$ cat src/rtl/replica_seq_ctrl.sv
// Command sequencer for the replica-exchange array: exchange table,
// opt-phase timing, distance micro-sequences and per-lane metropolis fan-out.
module replica_seq_ctrl #(
    parameter int REPLICA_NUM = 32,
    parameter int OPT_CNT_W   = 8,
    localparam int CW = $clog2(REPLICA_NUM + 1),
    localparam int IW = $clog2(REPLICA_NUM)
) (
    input  logic                     clk,
    input  logic                     reset,
    input  logic                     cmd_clear,
    input  logic                     cmd_set,
    input  logic [1:0]               cmd_data,
    input  logic                     run_command,
    input  logic [1:0]               run_exchange,
    input  logic                     run_distance,
    input  logic [1:0]               opt_mode,
    input  logic [OPT_CNT_W-1:0]     opt_cycles,
    input  logic [1:0]               c_metropolis,
    output logic [2*REPLICA_NUM-1:0] c_exchange,
    output logic [2*REPLICA_NUM-1:0] c_metropolis_out,
    output logic [4:0]               c_distance,
    output logic [1:0]               opt_command,
    output logic                     rbank,
    output logic                     busy,
    output logic                     dist_done,
    output logic [CW-1:0]            cmd_count,
    output logic                     cmd_overflow,
    output logic                     cmd_reject
);

    typedef enum logic [1:0] {S_IDLE, S_OPT, S_DIST} state_t;

    localparam logic [1:0] EX_NOP  = 2'd0;
    localparam logic [1:0] EX_PREV = 2'd1;
    localparam logic [1:0] EX_SELF = 2'd2;
    localparam logic [1:0] EX_FOLW = 2'd3;
    localparam logic [1:0] M_THR   = 2'd0;
    localparam logic [1:0] M_OR1   = 2'd1;
    localparam logic [1:0] M_TWO   = 2'd2;
    localparam logic [CW-1:0] FULL = CW'(REPLICA_NUM);

    function automatic logic [4:0] dist_step(input logic [1:0] m, input logic [2:0] k);
        dist_step = 5'h00;
        if (m == M_OR1) begin
            case (k)
                3'd0: dist_step = 5'h01;
                3'd1: dist_step = 5'h07;
                3'd2: dist_step = 5'h0A;
                3'd3: dist_step = 5'h03;
                3'd4: dist_step = 5'h0E;
                3'd5: dist_step = 5'h13;
                3'd6: dist_step = 5'h02;
                default: dist_step = 5'h00;
            endcase
        end else if (m == M_TWO) begin
            case (k)
                3'd0: dist_step = 5'h01;
                3'd1: dist_step = 5'h07;
                3'd2: dist_step = 5'h16;
                3'd3: dist_step = 5'h0F;
                3'd4: dist_step = 5'h02;
                default: dist_step = 5'h00;
            endcase
        end
    endfunction

    function automatic logic [2:0] dist_len(input logic [1:0] m);
        dist_len = (m == M_OR1) ? 3'd7 : (m == M_TWO) ? 3'd5 : 3'd0;
    endfunction

    state_t                   r_state;
    logic [OPT_CNT_W-1:0]     r_cnt;
    logic [2:0]               r_step;
    logic [1:0]               r_mode;
    logic                     r_rbank;
    logic                     r_busy;
    logic                     r_done;
    logic [CW-1:0]            r_count;
    logic                     r_ovf;
    logic                     r_rej;
    logic [2*REPLICA_NUM-1:0] r_exch;
    logic [4:0]               r_dist;
    logic [1:0]               r_table [REPLICA_NUM];

    logic                     w_idle;
    logic                     w_acc_run;
    logic                     w_acc_dist;
    logic                     w_acc_set;
    logic                     w_rej;
    logic                     w_room;
    logic [1:0]               w_mode;
    logic [OPT_CNT_W-1:0]     w_ncyc;
    logic [2*REPLICA_NUM-1:0] w_tbl;
    logic [2*REPLICA_NUM-1:0] w_met;

    assign w_idle     = (r_state == S_IDLE);
    assign w_acc_run  = w_idle & run_command;
    assign w_acc_dist = w_idle & ~run_command & run_distance;
    assign w_acc_set  = w_idle & ~run_command & ~run_distance & cmd_set;
    assign w_rej      = (run_command & ~w_acc_run)
                      | (run_distance & ~w_acc_dist)
                      | (cmd_set & ~w_acc_set);
    assign w_room     = (r_count < FULL);
    assign w_mode     = (opt_mode == 2'd3) ? M_THR : opt_mode;
    // Counter holds remaining OPT cycles after the first one
    assign w_ncyc     = (opt_cycles == '0) ? '0 : opt_cycles - 1'b1;

    always_comb begin
        w_tbl = '0;
        for (int i = 0; i < REPLICA_NUM; i++) begin
            if (CW'(i) < r_count) w_tbl[2*i +: 2] = r_table[i];
        end
    end

    always_comb begin
        w_met = '0;
        for (int i = 0; i < REPLICA_NUM; i++) begin
            unique case (c_metropolis)
                EX_PREV, EX_SELF: w_met[2*i +: 2] = c_metropolis;
                EX_FOLW: w_met[2*i +: 2] =
                    (r_exch[2*i +: 2] == EX_SELF) ? EX_NOP : r_exch[2*i +: 2];
                default: w_met[2*i +: 2] = EX_NOP;
            endcase
        end
    end

    always_ff @(posedge clk) begin
        if (w_acc_set && w_room) r_table[r_count[IW-1:0]] <= cmd_data;
    end

    always_ff @(posedge clk) begin
        if (reset) begin
            r_state <= S_IDLE;
            r_cnt   <= '0;
            r_step  <= '0;
            r_mode  <= M_THR;
            r_rbank <= 1'b0;
            r_busy  <= 1'b0;
            r_done  <= 1'b0;
            r_count <= '0;
            r_ovf   <= 1'b0;
            r_rej   <= 1'b0;
            r_exch  <= '0;
            r_dist  <= 5'h00;
        end else begin
            r_exch <= '0;
            r_done <= 1'b0;
            if (w_rej) r_rej <= 1'b1;
            unique case (r_state)
                S_IDLE: begin
                    if (w_acc_run) begin
                        r_rbank <= ~r_rbank;
                        if (run_exchange != EX_NOP) begin
                            r_exch <= {REPLICA_NUM{run_exchange}};
                        end else begin
                            r_exch  <= w_tbl;
                            r_count <= '0;
                        end
                        r_mode  <= w_mode;
                        r_cnt   <= w_ncyc;
                        r_busy  <= 1'b1;
                        r_state <= S_OPT;
                    end else if (w_acc_dist) begin
                        r_mode <= w_mode;
                        if (dist_len(w_mode) == 3'd0) begin
                            r_done <= 1'b1;
                        end else begin
                            r_dist  <= dist_step(w_mode, 3'd0);
                            r_step  <= 3'd1;
                            r_busy  <= 1'b1;
                            r_state <= S_DIST;
                        end
                    end else if (w_acc_set) begin
                        if (w_room) r_count <= r_count + 1'b1;
                        else        r_ovf   <= 1'b1;
                    end
                end
                S_OPT: begin
                    if (r_cnt == '0) begin
                        r_mode  <= M_THR;
                        r_busy  <= 1'b0;
                        r_state <= S_IDLE;
                    end else begin
                        r_cnt <= r_cnt - 1'b1;
                    end
                end
                S_DIST: begin
                    if (r_step == dist_len(r_mode)) begin
                        r_dist  <= 5'h00;
                        r_busy  <= 1'b0;
                        r_done  <= 1'b1;
                        r_state <= S_IDLE;
                    end else begin
                        r_dist <= dist_step(r_mode, r_step);
                        r_step <= r_step + 1'b1;
                    end
                end
                default: r_state <= S_IDLE;
            endcase
            if (cmd_clear) begin
                r_count <= '0;
                r_ovf   <= 1'b0;
                r_rej   <= 1'b0;
            end
        end
    end

    assign c_exchange       = r_exch;
    assign c_metropolis_out = w_met;
    assign c_distance       = r_dist;
    assign opt_command      = r_mode;
    assign rbank            = r_rbank;
    assign busy             = r_busy;
    assign dist_done        = r_done;
    assign cmd_count        = r_count;
    assign cmd_overflow     = r_ovf;
    assign cmd_reject       = r_rej;

endmodule

$ cat config.mk
export PLATFORM = sky130hd
export DESIGN_NAME = replica_seq_ctrl
export DESIGN_NICKNAME = d
export VERILOG_FILES = /design/src/rtl/replica_seq_ctrl.sv
export SDC_FILE = /design/constraint.sdc
export NUM_CORES = 1
export LEC_CHECK = 0
export CORE_ASPECT_RATIO = 1.5
export CORE_UTILIZATION = 65
export DETAILED_ROUTE_END_ITERATION = 10
export DONT_BUFFER_PORTS = 1
export MAX_ROUTING_LAYER = met4
export PLACE_DENSITY_LB_ADDON = 0.15
export SETUP_SLACK_MARGIN = 0.4
export SLEW_MARGIN = 40
export SYNTH_ARGS = -nofsm -noshare
export SYNTH_HDL_FRONTEND = slang
export SYNTH_SLANG_ARGS = --single-unit
$ cat constraint.sdc
create_clock -name clk -period 5.4 [get_ports clk]
set_clock_uncertainty 0.2 [all_clocks]
set_input_delay 0.54 -clock clk [delete_from_list [all_inputs] [get_ports clk]]
set_output_delay 0.54 -clock clk [all_outputs]
set_load 0.03 [all_outputs]
==> results.md <==
- Status: completed
- Type of the worst min-delay path: input port to flip-flop
- Most used flip-flop cell after synthesis: dfxtp_1
- Skew-Pair Late Insertion Delay: 0.42 ns
- DRT iter0 DRCs: 678
- Most frequent cells in the layout: nor2_1, dfxtp_1, a21boi_1, edfxtp_1, nand2_1
- Final WS setup: 2.657 ns
- CTS clk-pin slew, worst paths: 0.06 ns
- Pwr Total: 0.002958 W
- WP data required: 5.36 ns
- Fmax: 364.6 MHz
- Port Buf Inserts: 0
- Worst slew margin: 0.4633
- Core Box Area: 0.01100 mm^2
- Setup_tns: 0 ns
- Syn Inst Count: 782
- Vias: 5,849
- Starting Density: 0.6659
- Largest net degree at the start of global routing: 66
- Fin crit period: 2.743 ns
- Mapped Avg Cell Area: 9.365 um^2
- Row Count: 47
- Register-to-Register Path Depth: 4
- Grt ovf: 0
- Sink Count: 159
- Worst-margin pin slew: 0.8039 ns
- Die H: 132 um
- Leak Pwr: 2.794 nW
- Peak supply drop: 0.2424 mV
- YS warnings: 0
- Nets: 793
- Top Ports: 168
- Global placement routability congestion: 0.9212
- Share of cells above drive strength 1: 0.06160
- GRT Total Usage: 0.3143
- Final cell count without fillers: 910
- N_diodes: 0
- Yosys reg bits: 159
- Post-synthesis sequential area ratio: 0.5221
- Setup Fix Bufs, Post-CTS: 0
- Initial antenna violation count: 0
- CTS tree: built
- WL final: 17,950 um
- Die width: 88.67 um
- First-pass iteration count of the detailed router: 8
- WS Path Type: flip-flop to flip-flop
- Max Slew Vio Count: 0
- Crit path capture type: flip-flop
- Vias in the first global route: 5,444
- Post-synth EDFFs: 64
- Placed instance count: 876
- Hpwl dp: 12,150 um
- Unrepaired setup endpoints after global routing: no
- Commonest non-fill, non-tap cell in the layout: nor2_1
- Fraction of registers with async set/reset: 0
- Hold Fails Final Rpt: 0
- Syn Nets: 825
- Power per standard cell area: 372.9 mW/mm^2
- Root Driver: clkbuf_16
- Crit path DAT: 2.70 ns
- Die ar.: 0.01170 mm^2
- Period Utilization, post-route: 0.5079
- CTS buffer count: 17
- Hold depth: 0
- Clock tree buffer depth: 2
- Final Cell Area: 0.007933 mm^2
- Final setup vio count: 0
- Layout area overhead: 8.321%
- Post-Place Setup Slack: 2.687 ns
- H-Tree Depth: 4
- First-pass GRT wire length: 27,140 um
- Post-synthesis cell type count: 51
- Synth Cell Area: 0.007323 mm^2
- Wirelength per Cell: 19.72 um
- Max FO, Critical Path: 17
- Placed Instance Area: 0.007323 mm^2
- Vias per std cell: 6.427
- Crit path launch type: flip-flop
- Post-route DRC: 0
- Final ANT Viol Nets: 0
- MaxCap Viol Count: 0
cell usage after synthesis (18+ instances only):
cell type,count,area share
clkbuf_1,43,0.022
a21boi_0,67,0.069
edfxtp_1,64,0.26
o21ai_0,26,0.018
a31oi_1,57,0.049
inv_1,59,0.030
dfxtp_1,95,0.26
nor2_1,104,0.053
ha_1,21,0.036
nand3_1,18,0.012
a21oi_1,39,0.027
nand2_1,59,0.030
critical path: stages (launching register included):
cell and delay (ns):
dfxtp_1 0.81, clkinv_1 0.62, and2_1 0.36, nand2_1 0.35
nor2_1 0.15
metal layers:
| metal | track usage | wire length (um) |
|---|---|---|
| met1 | 0.3571 | 6793 |
| met2 | 0.5359 | 9316 |
| met3 | 0.06199 | 1415 |
| met4 | 0.1201 | 422 |
| met5 | - | 0 |
registers in the layout (all words and copies together) (netlist names):
| name | count |
|---|---|
| c_exchange | 64 |
| r_table | 64 |
| r_cnt | 8 |
| cmd_count | 6 |
| c_distance | 5 |
| r_step | 3 |
| opt_command | 2 |
| r_state | 2 |
| busy | 1 |
| cmd_overflow | 1 |
| cmd_reject | 1 |
| dist_done | 1 |
| rbank | 1 |
metrics by stage:
stage / hold WS, ns / util
floorplan: 0.2495 / -
global placement: 0.2724 / 0.6645
CTS: 0.01066 / 0.7212
global route: 0.002601 / 0.7214
detailed placement: 0.2664 / 0.6659
finish: 0.01525 / 0.7214
what timing repair did:
| action | in CTS | in global routing |
|---|---|---|
| gates resized for setup | 0 | 0 |
| hold endpoints to repair | 19 | 0 |
| hold buffers | 2 | 0 |
logic make-up after synthesis:
group,after synthesis,share of synthesized area
muxes,3,0.004271
adders and majority gates,21,0.03588
buffers and inverters,113,0.05877
and+or+nand+nor,247,0.1597
DFF,159,0.5221
AOI/OAI and AO/OA,232,0.2108
xor gates and xnor gates,7,0.008372
where the power goes:
group | internal (W) | total (W) | switching (W)
clock | 0.000695 | 0.00117 | 0.000478
combinational | 0.000119 | 0.000363 | 0.000243
sequential | 0.00130 | 0.00142 | 0.000123
area by class of cell:
class / count / area, um^2
Inverter: 60 / 225.2
Timing Repair Buffer: 2 / 20.02
Fill cell: 814 / 3064
Multi-Input combinational cell: 510 / 3090
Clock inverter: 9 / 98.84
Clock buffer: 23 / 489.2
Sequential cell: 159 / 3825
Tap cell: 147 / 183.9
path summary, 6_finish.rpt:
| path | startpoint | end | slack (ns) |
|---|---|---|---|
| hold reg to reg | r_table[23][1] | c_exchange[47] | 0.28 |
| setup reg to reg | cmd_count[5] | r_table[5][1] | 2.66 |
| hold / removal | cmd_data[0] | r_table[27][0] | 0.02 |
| setup / recovery | cmd_count[5] | r_table[5][1] | 2.66 |
No activity file was read; power rests on OpenSTA's default activity.
